File: src/rtl/regfile_pkg.sv
// rtl/regfile_pkg.sv - shared widths, FSM states and zero-register index for operand fetch
// Contents: DATA_W/ADDR_W defaults, fetch_state_t (IDLE, READ, CAPTURE, HOLD), ZERO_REG index.
package regfile_pkg;

  localparam int DATA_W = 64;
  localparam int ADDR_W = 5;

  localparam logic [ADDR_W-1:0] ZERO_REG = '0;

  typedef enum logic [1:0] {
    IDLE    = 2'd0,
    READ    = 2'd1,
    CAPTURE = 2'd2,
    HOLD    = 2'd3
  } fetch_state_t;

endpackage

File: src/rtl/regfile_operand_fetch_if.sv
// rtl/regfile_operand_fetch_if.sv - request, writeback, register file and operand signals
// Modports:
//   master - operand fetch side: takes req_*/wb_*/rf_read_data*/op_ready, drives the rest.
//   slave  - surrounding datapath: decode, writeback, register file and execute.
interface regfile_operand_fetch_if #(
  parameter int DATA_W = regfile_pkg::DATA_W,
  parameter int ADDR_W = regfile_pkg::ADDR_W
);

  logic              req_valid;
  logic              req_ready;
  logic [ADDR_W-1:0] req_rs1;
  logic [ADDR_W-1:0] req_rs2;
  logic [ADDR_W-1:0] req_rd;

  logic              wb_valid;
  logic [ADDR_W-1:0] wb_rd;
  logic [DATA_W-1:0] wb_data;

  logic              rf_E;
  logic              rf_register_write;
  logic [ADDR_W-1:0] rf_write_register;
  logic [DATA_W-1:0] rf_write_data;
  logic [ADDR_W-1:0] rf_read_register1;
  logic [ADDR_W-1:0] rf_read_register2;
  logic [DATA_W-1:0] rf_read_data1;
  logic [DATA_W-1:0] rf_read_data2;

  logic              op_valid;
  logic              op_ready;
  logic [DATA_W-1:0] op_a;
  logic [DATA_W-1:0] op_b;
  logic [ADDR_W-1:0] op_rd;

  modport master (
    input  req_valid, req_rs1, req_rs2, req_rd,
    output req_ready,
    input  wb_valid, wb_rd, wb_data,
    output rf_E, rf_register_write, rf_write_register, rf_write_data,
    output rf_read_register1, rf_read_register2,
    input  rf_read_data1, rf_read_data2,
    output op_valid, op_a, op_b, op_rd,
    input  op_ready
  );

  modport slave (
    output req_valid, req_rs1, req_rs2, req_rd,
    input  req_ready,
    output wb_valid, wb_rd, wb_data,
    input  rf_E, rf_register_write, rf_write_register, rf_write_data,
    input  rf_read_register1, rf_read_register2,
    output rf_read_data1, rf_read_data2,
    input  op_valid, op_a, op_b, op_rd,
    output op_ready
  );

endinterface

File: src/rtl/regfile_operand_bypass.sv
// rtl/regfile_operand_bypass.sv - per-operand writeback forward mux
// Ports: idx (operand register index), cur_value (value without forwarding),
//        wb_valid/wb_rd/wb_data (writeback stream), next_value (forwarded result).
// Optional macro ZERO_REG_EN: index 0 always yields zero and never forwards.
module regfile_operand_bypass
  import regfile_pkg::*;
#(
  parameter int DATA_W = regfile_pkg::DATA_W,
  parameter int ADDR_W = regfile_pkg::ADDR_W
) (
  input  logic [ADDR_W-1:0] idx,
  input  logic [DATA_W-1:0] cur_value,
  input  logic              wb_valid,
  input  logic [ADDR_W-1:0] wb_rd,
  input  logic [DATA_W-1:0] wb_data,
  output logic [DATA_W-1:0] next_value
);

  always_comb begin
    next_value = cur_value;
    if (wb_valid && (wb_rd == idx)) begin
      next_value = wb_data;
    end
`ifdef ZERO_REG_EN
    // Masking the result also covers the "never forward to r0" rule.
    if (idx == ADDR_W'(ZERO_REG)) begin
      next_value = '0;
    end
`endif
  end

endmodule

File: src/rtl/regfile_operand_fetch.sv
// rtl/regfile_operand_fetch.sv - operand fetch between decode and execute over a registered-read register file
// Ports: clk, rst (synchronous, active-high), bus (regfile_operand_fetch_if.master):
//   req_*  decoded operand request (valid/ready), wb_* writeback stream (never stalled),
//   rf_*   register file write port and registered read port, op_* operands to execute (valid/ready).
// Optional macro ZERO_REG_EN: register 0 is hardwired to zero.
module regfile_operand_fetch
  import regfile_pkg::*;
#(
  parameter int DATA_W = regfile_pkg::DATA_W,
  parameter int ADDR_W = regfile_pkg::ADDR_W
) (
  input  logic                    clk,
  input  logic                    rst,
  regfile_operand_fetch_if.master bus
);

  fetch_state_t state_q, state_d;

  logic [ADDR_W-1:0] rs1_q, rs2_q, rd_q;
  logic [DATA_W-1:0] op_a_q, op_b_q;
  logic [ADDR_W-1:0] op_rd_q;

  logic              accept;
  logic              capture;
  logic              track;
  logic              wb_write;
  logic [DATA_W-1:0] cur_a, cur_b;
  logic [DATA_W-1:0] next_a, next_b;

  // Write port is a straight pass-through of the writeback stream.
  always_comb begin
    wb_write = bus.wb_valid & ~rst;
`ifdef ZERO_REG_EN
    if (bus.wb_rd == ADDR_W'(ZERO_REG)) begin
      wb_write = 1'b0;
    end
`endif
  end

  assign bus.rf_E              = wb_write;
  assign bus.rf_register_write = wb_write;
  assign bus.rf_write_register = bus.wb_rd;
  assign bus.rf_write_data     = bus.wb_data;
  assign bus.rf_read_register1 = rs1_q;
  assign bus.rf_read_register2 = rs2_q;

  always_ff @(posedge clk) begin
    if (rst) begin
      state_q <= IDLE;
    end else begin
      state_q <= state_d;
    end
  end

  always_comb begin
    state_d       = state_q;
    bus.req_ready = 1'b0;
    bus.op_valid  = 1'b0;
    accept        = 1'b0;
    capture       = 1'b0;
    track         = 1'b0;
    case (state_q)
      IDLE: begin
        bus.req_ready = 1'b1;
        if (bus.req_valid) begin
          accept  = 1'b1;
          state_d = READ;
        end
      end
      // The register file samples the latched addresses at the end of this
      // cycle with any same-edge write already applied.
      READ: begin
        state_d = CAPTURE;
      end
      CAPTURE: begin
        capture = 1'b1;
        state_d = HOLD;
      end
      HOLD: begin
        bus.op_valid = 1'b1;
        if (bus.op_ready) begin
          state_d = IDLE;
        end else begin
          // Consumer has not taken the operands yet, so keep them current.
          track = 1'b1;
        end
      end
      default: state_d = IDLE;
    endcase
  end

  // In CAPTURE the base value is fresh register file data; in HOLD it is the held operand.
  assign cur_a = capture ? bus.rf_read_data1 : op_a_q;
  assign cur_b = capture ? bus.rf_read_data2 : op_b_q;

  regfile_operand_bypass #(.DATA_W(DATA_W), .ADDR_W(ADDR_W)) u_bypass_a (
    .idx        (rs1_q),
    .cur_value  (cur_a),
    .wb_valid   (bus.wb_valid),
    .wb_rd      (bus.wb_rd),
    .wb_data    (bus.wb_data),
    .next_value (next_a)
  );

  regfile_operand_bypass #(.DATA_W(DATA_W), .ADDR_W(ADDR_W)) u_bypass_b (
    .idx        (rs2_q),
    .cur_value  (cur_b),
    .wb_valid   (bus.wb_valid),
    .wb_rd      (bus.wb_rd),
    .wb_data    (bus.wb_data),
    .next_value (next_b)
  );

  always_ff @(posedge clk) begin
    if (rst) begin
      rs1_q   <= '0;
      rs2_q   <= '0;
      rd_q    <= '0;
      op_a_q  <= '0;
      op_b_q  <= '0;
      op_rd_q <= '0;
    end else begin
      if (accept) begin
        rs1_q <= bus.req_rs1;
        rs2_q <= bus.req_rs2;
        rd_q  <= bus.req_rd;
      end
      if (capture || track) begin
        op_a_q <= next_a;
        op_b_q <= next_b;
      end
      if (capture) begin
        op_rd_q <= rd_q;
      end
    end
  end

  assign bus.op_a  = op_a_q;
  assign bus.op_b  = op_b_q;
  assign bus.op_rd = op_rd_q;

endmodule

File: src/flat_wrapper.sv
// flat-port wrapper written by rule: the top's interface ports become plain ports
module regfile_operand_fetch_flat import regfile_pkg::*;
#(
  parameter int DATA_W = regfile_pkg::DATA_W,
  parameter int ADDR_W = regfile_pkg::ADDR_W
)
  (clk, rst, bus_req_valid, bus_req_rs1, bus_req_rs2, bus_req_rd, bus_req_ready, bus_wb_valid, bus_wb_rd, bus_wb_data, bus_rf_E, bus_rf_register_write, bus_rf_write_register, bus_rf_write_data, bus_rf_read_register1, bus_rf_read_register2, bus_rf_read_data1, bus_rf_read_data2, bus_op_valid, bus_op_a, bus_op_b, bus_op_rd, bus_op_ready);
  regfile_operand_fetch_if #(.DATA_W(DATA_W), .ADDR_W(ADDR_W)) bus_i ();
  input  logic clk;
  input  logic rst;
  input wire logic [$bits(bus_i.req_valid)-1:0] bus_req_valid;
  input wire logic [$bits(bus_i.req_rs1)-1:0] bus_req_rs1;
  input wire logic [$bits(bus_i.req_rs2)-1:0] bus_req_rs2;
  input wire logic [$bits(bus_i.req_rd)-1:0] bus_req_rd;
  output wire logic [$bits(bus_i.req_ready)-1:0] bus_req_ready;
  input wire logic [$bits(bus_i.wb_valid)-1:0] bus_wb_valid;
  input wire logic [$bits(bus_i.wb_rd)-1:0] bus_wb_rd;
  input wire logic [$bits(bus_i.wb_data)-1:0] bus_wb_data;
  output wire logic [$bits(bus_i.rf_E)-1:0] bus_rf_E;
  output wire logic [$bits(bus_i.rf_register_write)-1:0] bus_rf_register_write;
  output wire logic [$bits(bus_i.rf_write_register)-1:0] bus_rf_write_register;
  output wire logic [$bits(bus_i.rf_write_data)-1:0] bus_rf_write_data;
  output wire logic [$bits(bus_i.rf_read_register1)-1:0] bus_rf_read_register1;
  output wire logic [$bits(bus_i.rf_read_register2)-1:0] bus_rf_read_register2;
  input wire logic [$bits(bus_i.rf_read_data1)-1:0] bus_rf_read_data1;
  input wire logic [$bits(bus_i.rf_read_data2)-1:0] bus_rf_read_data2;
  output wire logic [$bits(bus_i.op_valid)-1:0] bus_op_valid;
  output wire logic [$bits(bus_i.op_a)-1:0] bus_op_a;
  output wire logic [$bits(bus_i.op_b)-1:0] bus_op_b;
  output wire logic [$bits(bus_i.op_rd)-1:0] bus_op_rd;
  input wire logic [$bits(bus_i.op_ready)-1:0] bus_op_ready;
  assign bus_i.req_valid = bus_req_valid;
  assign bus_i.req_rs1 = bus_req_rs1;
  assign bus_i.req_rs2 = bus_req_rs2;
  assign bus_i.req_rd = bus_req_rd;
  assign bus_req_ready = bus_i.req_ready;
  assign bus_i.wb_valid = bus_wb_valid;
  assign bus_i.wb_rd = bus_wb_rd;
  assign bus_i.wb_data = bus_wb_data;
  assign bus_rf_E = bus_i.rf_E;
  assign bus_rf_register_write = bus_i.rf_register_write;
  assign bus_rf_write_register = bus_i.rf_write_register;
  assign bus_rf_write_data = bus_i.rf_write_data;
  assign bus_rf_read_register1 = bus_i.rf_read_register1;
  assign bus_rf_read_register2 = bus_i.rf_read_register2;
  assign bus_i.rf_read_data1 = bus_rf_read_data1;
  assign bus_i.rf_read_data2 = bus_rf_read_data2;
  assign bus_op_valid = bus_i.op_valid;
  assign bus_op_a = bus_i.op_a;
  assign bus_op_b = bus_i.op_b;
  assign bus_op_rd = bus_i.op_rd;
  assign bus_i.op_ready = bus_op_ready;
  regfile_operand_fetch #(.DATA_W(DATA_W), .ADDR_W(ADDR_W)) u_core (.clk(clk), .rst(rst), .bus(bus_i));
endmodule
File: config.mk
export PLATFORM = sky130hd
export DESIGN_NAME = regfile_operand_fetch_flat
export DESIGN_NICKNAME = d
export VERILOG_FILES = /design/src/rtl/regfile_pkg.sv /design/src/rtl/regfile_operand_fetch_if.sv /design/src/rtl/regfile_operand_bypass.sv /design/src/rtl/regfile_operand_fetch.sv /design/src/flat_wrapper.sv
export SDC_FILE = /design/constraint.sdc
export NUM_CORES = 1
export LEC_CHECK = 0
export BUFFER_PORTS_ARGS = -buffer_cell sky130_fd_sc_hd__buf_4
export CAP_MARGIN = 20
export CORE_AREA = 2 2 170 172
export CTS_CLUSTER_DIAMETER = 80
export DETAILED_ROUTE_END_ITERATION = 16
export DIE_AREA = 0 0 172 174
export GPL_TIMING_DRIVEN = 0
export MAX_ROUTING_LAYER = met4
export PLACE_DENSITY = 0.75
export SLEW_MARGIN = 30
export SYNTH_ARGS = -nofsm -noshare
export SYNTH_HDL_FRONTEND = slang
export SYNTH_HIERARCHICAL = 1
export SYNTH_SLANG_ARGS = --single-unit
File: constraint.sdc
create_clock -name clk -period 2.5 [get_ports clk]
set_input_delay 0.375 -clock clk [delete_from_list [all_inputs] [get_ports clk]]
set_output_delay 0.375 -clock clk [all_outputs]
set_load 0.05 [all_outputs]
# [After elaboration in Yosys (flattened, before gate mapping)]
# Cells that the tools add are included.
# Widths: inputs -> output; s select.
[totals] reg_bits=150 latch_bits=0 ramBits=0 romBits=0 in_bits=217 out_inout_bits=216 wordCells=39 n_memories=0
[op_classes] n_addsub=0 n_mul=0 div_mod_pow=0 magnitude_cmp=0 n_eq_ne=7 shifts=0 muxes=14 bitwise_logic=2 reduce_logical=9
[ops] operator="$mux 64" n=4
[ops] operator="$eq 5x5->1" n=2
[ops] operator="$pmux 2 s4" n=1
[ops] operator="$mux 1" n=7
[ops] operator="$reduce_and 2->1" n=3
[ops] operator="$eq 2x2->1 const B" n=2
[ops] operator="$mux 2" n=2
[ops] operator="$ne 2x2->1 const B" n=2
[ops] operator="$reduce_bool 2->1" n=2
[ops] operator="$eq 2x1->1 const B" n=1
[ops] operator="$logic_and 1x1->1" n=2
[ops] operator="$logic_not 2->1" n=1
[ops] operator="$and 1x1->1" n=1
[ops] operator="$logic_or 1x1->1" n=1
[ops] operator="$not 1->1" n=1

# [Logic depth before layout (Yosys ltp)]
# Gate-level depths: netlist (run 1).
[depth] ltp_word=4 ltp_mapped=9 ltp_nobuf=6

# [Hierarchy]
# The synthesis (run 1) kept the hierarchy.
[modules_own_cells] module="regfile_operand_fetch" instances=1 cells_per_inst=868 area_per_inst_um2=8627.0 seq_area_each_um2=3002.9
[modules_own_cells] module="regfile_operand_bypass" instances=2 cells_per_inst=78 area_per_inst_um2=1133.6 seq_area_each_um2=0.0

# [Least setup slack after synthesis (run 1)]
# No wires, ideal clock.
[synth_path] kind="input to output" startpoint="input port rst" endpoint="output port bus_rf_register_write" arrival_ps=1830 t_required_ps=2125 slack_ps=295 path_stages=5 n_path_buf=4 path_cell_list="buf_6 buf_6 buf_2 nor2b_1 buf_4"
[synth_between] elab_chain_cells=2
[synth_lines] element="start: declaration" line="flat_wrapper.sv:10" text="input logic rst;"
[synth_lines] element="$not 1->1" line="regfile_operand_fetch.sv:32" text="wb_write = bus.wb_valid & ~rst;"
[synth_lines] element="$and 1x1->1" line="regfile_operand_fetch.sv:32"
[synth_lines] element="end: declaration" line="flat_wrapper.sv:20" text="output wire logic [$bits(bus_i.rf_register_write)-1:0] bus_rf_register_write;"
# No other way between the ends.

# [Worst setup path in the final report (run 1)]
[layout_path] startpoint="register u_core.state_q[0]" endpoint="register u_core.op_b_q[24] (netlist: u_core/bus.op_b[24])"
[layout_between] elab_chain_cells=4 word_cells_on_any_way=7 cone_classes="eq/ne: 2; mux: 2; reduce/logical: 3"
[layout_lines] element="start: declaration" line="regfile_operand_fetch.sv:17" text="fetch_state_t state_q, state_d;"
[layout_lines] element="start signal: assignment" line="regfile_operand_fetch.sv:51" text="state_q <= state_d;"
[layout_lines] element="$eq 2x2->1" line="regfile_operand_fetch.sv:62" text="case (state_q)"
[layout_lines] element="$mux 1" line="regfile_operand_fetch.sv:62"
[layout_lines] element="$reduce_bool 2->1 (no line) or $logic_or 1x1->1 (tied branches)"
[layout_lines] element="$reduce_and 2->1 (no line) (*)"
[layout_lines] element="end signal: assignment" line="regfile_operand_fetch.sv:130" text="op_b_q <= next_b;"
[layout_lines] element="end: declaration" line="regfile_operand_fetch.sv:20" text="logic [DATA_W-1:0] op_a_q, op_b_q;"
# Every way passes the cells marked *; elsewhere a longest branch is shown, timed or not.
# A chain may end at the register's enable or synchronous reset.

==> results by stage, run 1 <==
Logic synthesis:
- The mapped netlist covers ~11,000 sq um.
- After synthesis, the largest family of logic cells by area is multiplexers.
- The fraction of registers with async set/reset is 0%.
- The fraction of the mapped netlist area in adder cells is 0.459%.
- Yosys printed 6 warnings.
- Counting every net in the synthesized netlist gives between 1,000 and 1,500.
- The number of standard cells after synthesis is 1,024.
- The synthesized netlist devotes less than 1% of its cell area to compound gates.
- Summing the areas of all and, or, nand and nor instances in the mapped netlist gives between 10% and 20% of the synthesized area.
- The cell taking the most area after synthesis is dfxtp_1.
- Synthesis inferred 150 register bits.
- The proportion of synthesized area in mux cells is a little over two fifths.
- For this run, the leading register cell type out of synthesis is dfxtp_1.
- In the post-synthesis netlist, the biggest area contributors are dfxtp_1, mux2_4, nand2b_1.
- The count of flip-flops with a built-in enable after synthesis is 0.
- The post-synthesis sequential area ratio is roughly 28%.
- Each instance of the synthesized netlist takes up on average 10.6 sq um.
- The share of the synthesized area in the top cell type is approximately 28%.
- The number of library cell types mapped by synthesis is 25.
- The xor/xnor share of the synthesized area is 0.804%.

Detailed routing:
- The post-route antenna net violation count is 0.
- The number of iterations in the first detailed-routing pass is 6.
- The routed layout has 8,970 vias.
- After detailed routing, the average wire length per cell comes to ~19 um.
- Wires add up to 34,900 um.
- The initial detailed-routing violation count is about 330.
- The residual DRC count is 0.
- In the routed layout, each cell is associated on average with a via count of around 4.8.

Layout:
- Fill cells in the final layout number 2,596.
- The fraction of layout instances using a drive strength above 1 is 56.3%.
- The area growth from synthesis to layout is 39.9%.
- At the end of the flow the core is filled with cells to 54.0%.
- The final instance area is about 15,000 sq um.
- At the end of the flow, the number of nets in the layout was between 1,500 and 2,000.

Clock tree:
- The number of buffers inserted to repair setup after CTS is 0.
- The TritonCTS clock tree is done.
- Clock-pin slew was measured on the worst setup and hold paths at 70 ps.
- The maximum clock insertion buffer count is 2.
- The number of clock sinks seen by CTS is 150.
- For the worst-skew pair, the clock arrives at the later sink with an insertion delay of between 400 and 500 ps.
- The deepest level of the CTS H-tree is 4.
- The tree is rooted in a clkbuf_16.
- Gates resized during post-CTS repair numbered 0.
- The number of clock buffers inserted by TritonCTS is 17.
- In this run, post-CTS hold repair placed 0 buffers.

Placed design:
- The estimated wirelength of the detail-placed design is 26,900 um.
- The placed cell area is approximately 15,000 sq um.
- The placer congestion estimate is 0.821.
- The number of port buffers is 431.

Timing:
- The slew at the pin closest to its max-slew limit is 715 ps.
- The fmax is roughly 0.43 GHz.
- The worst path uses 92.3% of the clock period.
- The number of endpoints with negative hold slack in the final report is 0.
- The clock period minus final worst setup slack is roughly 2300 ps.
- Setup violations remaining at the end of the flow were counted as 0.
- The headroom to the max-slew limit is 52.3%.
- The largest clock skew in the final design is 13.6 ps.
- The final max-slew violation count is 0.
- For the final routed database, the setup TNS stands at 0 ps.
- Setup repair after global routing left no endpoint under its margin.

Setup path:
- The worst-path cell with the longest stage delay is mux2_2.
- The launch point of the worst reg-to-reg path is u_core/state_q[0].
- The critical path goes through inv_1 > ha_1 > clkbuf_4 > buf_4 > buf_2 > mux2_2 > mux2_4 > nand2b_1 > mux2i_1.
- The largest single stage delay on the critical path is between 300 and 400 ps.
- The data required time of the critical path is around 2800 ps.
- The worst setup path is of the reg2reg kind.
- The biggest fanout along the worst timing path is 10.
- Data arrives at the worst endpoint at around 2600 ps.
- Tracing the worst setup path back leads to its startpoint at u_core/state_q[0].
- The worst setup path is launched from a flop.
- The worst setup path is captured at a flop.

Floorplan:
- Once the floorplan was initialized, standard cells occupied between 30 and 40% of the core.
- The total die area is ~30,000 sq um.
- After floorplanning, the core was sized to cover 28,200 sq um.
- Row generation in the floorplan step produced between 60 and 70 rows.
- The die width is roughly 170 um.
- For this design the top-level I/O count stands at between 400 and 500.
- In this run the vertical extent of the chip is ~170 um.

Global routing:
- The first global-routing pass estimated roughly 52,000 um of wire.
- Across every metal layer, demand over resource in global routing totals between 20% and 30%.
- The maximum number of pins on one net before global-route repair is 17.
- The global-route congestion overflow total is 0.
- The number of antenna violations at the first check in global routing is 1.
- The number of global-route vias before repair is 9,187.

Pwr:
- VDD sags by at most just under 500 uV.
- The ratio of total power to cell area is between 700 and 800 nW/um^2.
- Combinational cells account for approximately half of the total power.
- The total internal power is between 7 and 8 mW.
- The share of power burned in the clock network is roughly 25%.
- The leakage power total is 7.44 nW.
- The net switching power is 4.10 mW.
- Sequential cells burn between 20 and 25% of the power.
- Net switching is a little under two fifths of the power.

Worst hold path:
- In this run the worst hold path is classified as in2reg.
- The hold path startpoint is bus_req_rs1[3].

Job:
- The number of maximum-capacitance violations is 0.

Outcome:
- The flow ran to the end, and the final reports show no timing, DRC or antenna violations.
==> cell type report <==
class	instances	area, sq um	area share [%]
Clock buffer	20	447	2.93
Clock inverter	12	168	1.10
Buffer	147	1190	7.78
Multi-Input combinational cell	725	6710	44.0
Timing Repair Buffer	431	3240	21.2
Sequential cell	150	3000	19.7
Inverter	2	7.51	0.0493
Antenna cell	1	2.50	0.0164
Tap cell	384	480	3.15
==> cells in the mapped netlist, types with 3 or more instances <==
cell type	n
mux2i_1	133
nor2b_1	3
mux2_2	136
buf_2	17
clkbuf_1	28
nand2b_1	256
a21oi_1	15
buf_6	18
ha_1	4
nand2_1	31
dfxtp_1	150
nor2_1	7
mux2_4	120
buf_12	12
buf_4	72
xor2_1	8
==> power by group through the flow <==
stage          Combinational (mW)  Clock, mW  Sequential, mW
6_report                     5.68       2.74            2.74
5_1_grt                      6.00       2.92            2.76
4_1_cts                      5.70       2.83            2.74
3_5_place_dp                 5.68          0            2.79
3_3_place_gp                 5.61          0            2.78
2_1_floorplan                3.77          0            3.28
==> through the flow <==
step,total power [mW],std cells,hold slack (ps),setup slack [ps]
after global routing,11.7,1872,178,40.6
after CTS,11.3,1871,179,15.7
after detailed placement,8.47,1839,455,32.6
final,11.2,1872,201,193
after floorplan,7.04,1024,436,295
after global placement,8.39,1839,445,95.1
==> worst paths after layout <==
path / end / slack (ps) / depth (start not counted)
max: u_core/bus.op_b[24] / 190 / 9
min: u_core/bus.rf_read_register1[3] / 200 / 3
max reg2reg: u_core/bus.op_b[24] / 190 / 9
min reg2reg: u_core/rd_q[2] / 470 / 2
==> kinds of logic after synthesis <==
group                      after synthesis
muxes                                  389
and+or+nand+nor                        305
DFF                                    150
buffers and inverters                  149
AOI/OAI and AO/OA                       17
xor gates and xnor gates                10
adders and majority gates                4
==> per-layer routing <==
metal	global-route usage [%]	wire length [um]
met5	-	0
met4	6.51	671
met3	3.96	1960
met2	40.6	17600
met1	27.1	14700
==> state kept, by name (all words and copies together), names as in the netlist <==
register,cells
u_core/bus.op_a,64
u_core/rd_q,5
u_core/state_q,2
u_core/bus.rf_read_register1,5
u_core/bus.op_rd,5
u_core/bus.op_b,64
u_core/bus.rf_read_register2,5
==> layout by cell type (no fill, tap or decap) <==
| cell type | instances |
|---|---|
| buf_12 | 12 |
| clkbuf_1 | 30 |
| mux2i_1 | 133 |
| clkbuf_4 | 5 |
| clkinvlp_4 | 3 |
| buf_6 | 18 |
| buf_4 | 503 |
| nor4_1 | 2 |
| or4b_1 | 1 |
| nand2b_1 | 256 |
| mux2_2 | 136 |
| xor2_1 | 8 |
| inv_6 | 3 |
| clkbuf_16 | 17 |
| mux2_4 | 120 |
| bufinv_16 | 3 |
| nor2_2 | 1 |
| dfxtp_1 | 150 |
| inv_1 | 2 |
| a21oi_1 | 15 |
| nand2_1 | 31 |
| nor2_1 | 7 |
| and2_1 | 1 |
| clkinv_4 | 2 |
| diode_2 | 1 |
| ha_1 | 4 |
| clkbuf_8 | 1 |
| and3_1 | 2 |
| nor2b_1 | 3 |
| inv_8 | 1 |
| o31ai_1 | 2 |
| xnor2_1 | 2 |
| buf_2 | 12 |
| or4_1 | 1 |
==> critical path: cells and delay by family, from the launching register on <==
family,cells,cell delay (ps)
AND/OR/NAND/NOR,1,70
adder cells (fa/ha/maj),1,160
multiplexers,3,710
buffers and inverters,4,930
flip-flops,1,310
Note: power is estimated with default switching activity, not from simulation.
==> run 2, diff against run 1 <==
--- a/config.mk
+++ b/config.mk
@@ -7,13 +7,15 @@
 export LEC_CHECK = 0
 export BUFFER_PORTS_ARGS = -buffer_cell sky130_fd_sc_hd__buf_4
 export CAP_MARGIN = 20
-export CORE_AREA = 2 2 170 172
+export CORE_AREA = 2 2 168 170
+export CTS_BUF_LIST = sky130_fd_sc_hd__clkbuf_2
 export CTS_CLUSTER_DIAMETER = 80
 export DETAILED_ROUTE_END_ITERATION = 16
-export DIE_AREA = 0 0 172 174
+export DIE_AREA = 0 0 170 172
 export GPL_TIMING_DRIVEN = 0
+export HOLD_SLACK_MARGIN = 0.1
 export MAX_ROUTING_LAYER = met4
-export PLACE_DENSITY = 0.75
+export PLACE_DENSITY = 0.77
 export SLEW_MARGIN = 30
 export SYNTH_ARGS = -nofsm -noshare
 export SYNTH_HDL_FRONTEND = slang
==> run 2 against run 1 <==
Compared with the run above: final cell count grew 5.6%; routed wire length grew 6.0%; non-clock buffer count grew 142; maximum frequency shrank 3.1%; sequential power is essentially flat; first-iteration DRC count grew 18%; global-route usage grew 1.5 points; final area grew 6.5%; die area shrank 2.3%; largest power group unchanged.
==> results by stage, run 2 (synthesis gave the netlist of run 1 again) <==
Floorplan:
- The total die area is 29,200 sq um (was 29,900 sq um).
- The die width is 170 um (was 172 um).
- The starting density of the core is 39.6% (was 38.6%).
- The total core area came to 27,500 sq um (was 28,200 sq um).
- The die outline height is 172 um (was 174 um).
- The number of top-level design ports is 433 (unchanged).
- The count of standard-cell rows is 61 (was 62).

Pwr:
- The total internal power is 6.08 mW (was 7.06 mW).
- The worst vdd rail ir drop is 630 uV (was 483 uV).
- The leakage power total is 7.89 nW (was 7.44 nW).
- The total power is 10.1 mW (was 11.2 mW).
- The share of power burned in the clock network was 14.9% (was 24.6%).
- The part of the total power dissipated in sequential elements is 27.1% (was 24.5%).
- The ratio of total power to cell area is 623 nW/um^2 (was 732 nW/um^2).
- The combinational cell fraction of total power is 58.0% (was 50.9%).
- The net switching power was 4.03 mW (was 4.10 mW).
- The switching part of the total power is 39.9% (was 36.7%).

Detailed routing:
- The number of iterations in the first detailed-routing pass is 4 (was 6).
- The total routed wirelength is 37,000 um (was 34,900 um).
- The detailed-route wire length per cell came to 18.7 um (about the same).
- The post-route antenna net violation count was 0 (unchanged).
- The per-cell via count in the routed design is 4.87 (was 4.79).
- The number of vias in the routed layout is 9,628 (was 8,970).
- The initial detailed-routing violation count is 385 (was 327).
- The residual DRC count is 0 (unchanged).

Setup path:
- The critical path launch point type is a flop (unchanged).
- The startpoint-to-endpoint class of the critical path is reg2reg (unchanged).
- The worst stage delay on the critical path is 370 ps (was 380 ps).
- The data required time of the critical path was 3060 ps (was 2800 ps).
- The launch point of the worst reg-to-reg path was u_core/state_q[0] (unchanged).
- Cells along the critical path: inv_1 > ha_1 > clkbuf_4 > buf_4 > buf_2 > mux2_2 > mux2_4 > nand2b_1 > mux2i_1 (unchanged).
- The flop-to-flop setup slack is 120 ps (was 190 ps).
- The worst-path cell with the longest stage delay is mux2_2 (unchanged).
- The biggest fanout along the worst timing path is 10 (unchanged).
- The endpoint of the lowest-slack register-to-register path is u_core/bus.op_b[49] (was u_core/bus.op_b[24]).
- The origin of the worst setup path is u_core/state_q[0] (unchanged).
- The arrival time reported for the critical path endpoint is 2940 ps (was 2610 ps).
- The endpoint kind of the worst setup timing path is a flop (unchanged).
- The worst-case reg-to-reg path depth is 9 (unchanged).

Clock tree:
- The number of clock buffers inserted by TritonCTS is 17 (unchanged).
- The TritonCTS clock tree is done (unchanged).
- The clock latency of the later-clocked register in the worst-skew pair is 710 ps (was 420 ps).
- The maximum clock insertion buffer count is 2 (unchanged).
- The number of clock sinks seen by CTS was 150 (unchanged).
- The clock-pin slew on the worst setup and hold paths came to 250 ps (was 70 ps).
- The deepest level of the CTS H-tree was 4 (unchanged).
- The clock root buffer master was clkbuf_2 (was clkbuf_16).
- The number of buffers inserted to repair setup after CTS is 0 (unchanged).

Timing:
- The setup slack after layout is 120 ps (was 193 ps).
- The clock period minus final worst setup slack is 2380 ps (was 2310 ps).
- The share of the clock period used by the worst path is 95.2% (was 92.3%).
- The headroom to the max-slew limit came to 43.9% (was 52.3%).
- The fmax came to 0.420 GHz (was 0.433 GHz).
- The number of endpoints with negative hold slack in the final report was 0 (unchanged).
- The slew at the pin closest to its max-slew limit came to 841 ps (was 715 ps).
- RSZ-0062 raised after global routing: false (unchanged).
- The final setup TNS is 0 ps (unchanged).
- The setup violation total in the final timing report is 0 (unchanged).
- The largest clock skew in the final design is 63.8 ps (was 13.6 ps).
- The final max-slew violation count is 0 (unchanged).

Worst hold path:
- The hold path startpoint is bus_rf_read_data1[14] (was bus_req_rs1[3]).
- The number of instances on the worst hold path is 5 (was 3).
- The class of the tightest hold or removal check is in2reg (unchanged).
- The end of the worst hold path is u_core/bus.op_a[14] (was u_core/bus.rf_read_register1[3]).

Global routing:
- The number of antenna violations at the first check in global routing is 1 (unchanged).
- The number of global-route vias before repair came to 9,880 (was 9,187).
- The total routing resource utilization after global routing is 24.7% (was 23.2%).
- The first-pass GRT wire length is 54,300 um (was 51,800 um).
- The global-route congestion overflow total is 0 (unchanged).
- The maximum number of pins on one net before global-route repair is 17 (unchanged).

Layout:
- The final instance area was 16,200 sq um (was 15,200 sq um).
- The layout-stage area growth over the synthesis result came to 49.0% (was 39.9%).
- The fraction of layout instances using a drive strength above 1 was 51.5% (was 56.3%).
- The most common cell after layout, fill and taps aside is buf_4 (unchanged).
- The non-filler instance count after layout is 1,976 (was 1,872).
- The number of nets in the final layout is 1,837 (was 1,695).
- Most used cells in the layout excluding fill and tap cells: buf_4, nand2b_1, dfxtp_1 (unchanged).

Job:
- The number of maximum-capacitance violations came to 0 (unchanged).

Placed design:
- The estimated wirelength of the detail-placed design is 26,500 um (was 26,900 um).
- The placer congestion estimate is 0.816 (was 0.821).
- The worst-case setup slack after placement is 48.2 ps (was 32.6 ps).
- The placed cell area is 14,600 sq um (about the same).
- The total instance count after detailed placement was 1,801 (was 1,839).
- The number of port buffers was 431 (unchanged).

Outcome:
- Outcome: complete, no violations (unchanged).
==> run 2: what timing repair did <==
item	4_1_cts	5_1_grt
setup endpoints to repair	0	42
gates resized for setup	0	1
hold endpoints to repair	145	18
hold buffers	124	18
==> run 2: worst max-delay path, delay by kind of cell, from the launching register on <==
kind | cells | cell delay (ps)
buf+inv | 4 | 980
flops | 1 | 360
simple gates | 1 | 70
mux | 3 | 700
fa+ha+maj | 1 | 160
==> run 2: stage by stage <==
stage	hold slack [ps]	util, %
after floorplan	436	-
after global placement	443	53.0
after detailed placement	449	53.0
after CTS	100	58.4
after global routing	100	59.1
final	189	59.1
==> run 2: worst max-delay path by stage <==
stage | endpoint | slack, ps | depth (start not counted)
final | u_core/bus.op_b[49] | 120 | 9
after global routing | u_core/bus.op_b[54] | 0.2 | 9
after CTS | u_core/bus.op_b[49] | 40 | 9
after detailed placement | u_core/bus.op_b[7] | 50 | 9
after global placement | u_core/bus.op_b[4] | 80 | 9
after floorplan | bus_rf_register_write | 290 | 5
==> run 2: power by group through the flow <==
stage / Clock [mW] / Combinational, mW / Sequential (mW)
after floorplan: 0 / 3.77 / 3.28
after global placement: 0 / 5.56 / 2.78
after detailed placement: 0 / 5.62 / 2.79
after CTS: 1.57 / 5.82 / 2.74
after global routing: 1.67 / 6.19 / 2.77
final: 1.51 / 5.87 / 2.74
==> run 2: metal layers <==
layer  up-vias  track usage, %  wire length, um
li1       4579               -                -
met1      4656            28.1            15200
met2       337            44.5            19000
met3        56            4.07             1830
met4         0            7.88              977
met5         -               -                0
==> run 2: cell type report <==
type                       instances  area, sq um
fill                            2273        11200
multi-input combinational        725         6710
timing repair buffer             573         4660
sequential                       150         3000
buffer                           147         1180
tap                              346          433
clock inverter                    12          144
clock buffer                      20          100
inverter                           2         7.51
antenna                            1         2.50
==> run 3, diff against run 2 <==
--- a/config.mk
+++ b/config.mk
@@ -7,11 +7,11 @@
 export LEC_CHECK = 0
 export BUFFER_PORTS_ARGS = -buffer_cell sky130_fd_sc_hd__buf_4
 export CAP_MARGIN = 20
-export CORE_AREA = 2 2 168 170
-export CTS_BUF_LIST = sky130_fd_sc_hd__clkbuf_2
+export CORE_AREA = 2 2 167 169
+export CTS_BUF_LIST = sky130_fd_sc_hd__clkbuf_8
 export CTS_CLUSTER_DIAMETER = 80
 export DETAILED_ROUTE_END_ITERATION = 16
-export DIE_AREA = 0 0 170 172
+export DIE_AREA = 0 0 169 171
 export GPL_TIMING_DRIVEN = 0
 export HOLD_SLACK_MARGIN = 0.1
 export MAX_ROUTING_LAYER = met4
==> run 3 against run 2 <==
Compared with the run above: clock-buffer cell count down 3; setup slack worse by 21 ps; sequential power about the same; non-clock buffer count down 142; critical endpoint is now u_core/bus.op_b[25]; final cell count down 7.2%; final area down 7.7%; power up 3.1%; critical path type unchanged; combinational power down 3.6%; die area down 1.2%; largest cell class unchanged; highest routed layer unchanged; register-to-register slack worse by 20 ps; clock power up 34%.
==> results by stage, run 3 (synthesis gave the netlist of run 1 again) <==
Outcome:
- Outcome: complete, no violations (unchanged).

Floorplan:
- The die outline height was 171 um (was 172 um).
- The count of standard-cell rows is 61 (unchanged).
- The starting density of the core is 39.9% (was 39.6%).
- The number of top-level design ports is 433 (unchanged).
- The die width was 169 um (was 170 um).
- The total core area is 27,300 sq um (was 27,500 sq um).
- The total die area is 28,900 sq um (was 29,200 sq um).

Layout:
- The layout-stage area growth over the synthesis result came to 37.5% (was 49.0%).
- The final instance area is 15,000 sq um (was 16,200 sq um).
- The number of fill cells is 2,461 (was 2,273).
- Most used cells in the layout excluding fill and tap cells: buf_4, nand2b_1, dfxtp_1 (unchanged).
- The number of nets in the final layout is 1,695 (was 1,837).
- The fraction of layout instances using a drive strength above 1 is 56.2% (was 51.5%).
- The final design utilization is 54.8% (was 59.1%).
- The most common cell after layout, fill and taps aside is buf_4 (unchanged).

Setup path:
- The startpoint-to-endpoint class of the critical path is reg2reg (unchanged).
- The critical path launch point type is a flop (unchanged).
- The endpoint kind of the worst setup timing path is a flop (unchanged).
- The biggest fanout along the worst timing path is 10 (unchanged).
- The arrival time reported for the critical path endpoint came to 2720 ps (was 2940 ps).
- The worst-case reg-to-reg path depth is 9 (unchanged).
- The data required time of the critical path is 2820 ps (was 3060 ps).

Placed design:
- The estimated wirelength of the detail-placed design was 26,400 um (was 26,500 um).
- The placed cell area is 14,600 sq um (unchanged).
- The placer congestion estimate was 0.867 (was 0.816).
- The number of port buffers is 431 (unchanged).

Global routing:
- The number of antenna violations at the first check in global routing was 0 (was 1).
- The first-pass GRT wire length is 50,900 um (was 54,300 um).
- The global-route congestion overflow total was 0 (unchanged).
- The routing layer with the top usage in global route is met2 (unchanged).
- The total routing resource utilization after global routing is 23.5% (was 24.7%).
- The maximum number of pins on one net before global-route repair is 17 (unchanged).
- The global-route met1 utilization is 28.4% (was 28.1%).
- The met3 routing resource usage after global routing is 4.58% (was 4.07%).
- The met2 usage was 40.4% (was 44.5%).
- The number of global-route vias before repair was 8,820 (was 9,880).

Pwr:
- The ratio of total power to cell area is 696 nW/um^2 (was 623 nW/um^2).
- The worst vdd rail ir drop is 542 uV (was 630 uV).
- The leakage power total is 7.35 nW (was 7.89 nW).

Clock tree:
- The maximum clock insertion buffer count was 2 (unchanged).
- The clock latency of the later-clocked register in the worst-skew pair was 440 ps (was 710 ps).
- The deepest level of the CTS H-tree came to 4 (unchanged).
- The number of clock sinks seen by CTS is 150 (unchanged).
- The TritonCTS clock tree was done (unchanged).
- The clock-pin slew on the worst setup and hold paths is 90 ps (was 250 ps).
- The clock root buffer master was clkbuf_8 (was clkbuf_2).
- The number of clock buffers inserted by TritonCTS came to 17 (unchanged).

Detailed routing:
- The residual DRC count is 0 (unchanged).
- The number of vias in the routed layout is 8,850 (was 9,628).
- The total routed wirelength came to 34,400 um (was 37,000 um).
- The per-cell via count in the routed design is 4.83 (was 4.87).
- The number of iterations in the first detailed-routing pass was 4 (unchanged).
- The initial detailed-routing violation count was 386 (was 385).
- The detailed-route wire length per cell is 18.8 um (was 18.7 um).
- The post-route antenna net violation count is 0 (unchanged).

Worst hold path:
- The class of the tightest hold or removal check is in2reg (unchanged).
- The number of instances on the worst hold path is 3 (was 5).

Timing:
- The setup violation total in the final timing report is 0 (unchanged).
- The headroom to the max-slew limit came to 51.6% (was 43.9%).
- The final max-slew violation count came to 0 (unchanged).
- The slew at the pin closest to its max-slew limit is 727 ps (was 841 ps).
- The share of the clock period used by the worst path is 96.0% (was 95.2%).
- RSZ-0062 raised after global routing: false (unchanged).
- The number of endpoints with negative hold slack in the final report came to 0 (unchanged).
- The largest clock skew in the final design is 13.9 ps (was 63.8 ps).
- The fmax is 0.416 GHz (was 0.420 GHz).
- The clock period minus final worst setup slack was 2400 ps (was 2380 ps).
- The final setup TNS is 0 ps (unchanged).

Job:
- The number of maximum-capacitance violations is 0 (unchanged).
## run 3: path summary, 6_finish.rpt
check | startpoint | to | slack (ps)
min | bus_req_rs2[3] | u_core/bus.rf_read_register2[3] | 180
min reg2reg | u_core/rd_q[4] | u_core/rd_q[4] | 460
max | u_core/state_q[0] | u_core/bus.op_b[25] | 100
max reg2reg | u_core/state_q[0] | u_core/bus.op_b[25] | 100
## run 3: where the power goes
part / switching (mW) / internal [mW]
Sequential: 0.157 / 2.58
Clock: 1.03 / 0.995
Combinational: 2.81 / 2.85
## run 3: per-stage QoR
stage	hold WS, ps	std cells	power, mW	setup WS [ps]
2_1_floorplan	436	1024	7.04	295
3_3_place_gp	444	1801	8.37	40.1
3_5_place_dp	448	1801	8.44	-10.1
4_1_cts	124	1833	10.5	31.2
5_1_grt	136	1833	10.9	1.92
6_report	175	1834	10.4	99.0
## run 3: repair_timing
item	in CTS	in global routing
hold buffers	0	0
endpoints found under the setup margin	7	56
gates resized for setup	1	2
setup buffers	0	0
## run 3: worst max-delay path, cell delays in order (launching register included)
cell      delay, ps
dfxtp_1         330
inv_1           120
ha_1            150
clkbuf_4        280
buf_4           290
buf_2           310
mux2_2          370
mux2_4          280
nand2b_1         80
mux2i_1          60
## run 3: per-layer routing
| layer | share of wire [%] | up-vias |
|---|---|---|
| met4 | 1.9 | 0 |
| met2 | 50 | 288 |
| met1 | 42 | 4226 |
| met3 | 5.5 | 33 |
| met5 | 0 | - |
| li1 | - | 4303 |
## run 3: area by class of cell
class	count	area, sq um	area share (%)
Antenna cell	1	2.50	0.0167
Buffer	147	1180	7.88
Clock buffer	17	234	1.56
Clock inverter	15	178	1.19
Inverter	2	7.51	0.0501
Multi-Input combinational cell	725	6710	44.8
Sequential cell	150	3000	20.0
Tap cell	346	433	2.89
Timing Repair Buffer	431	3240	21.6
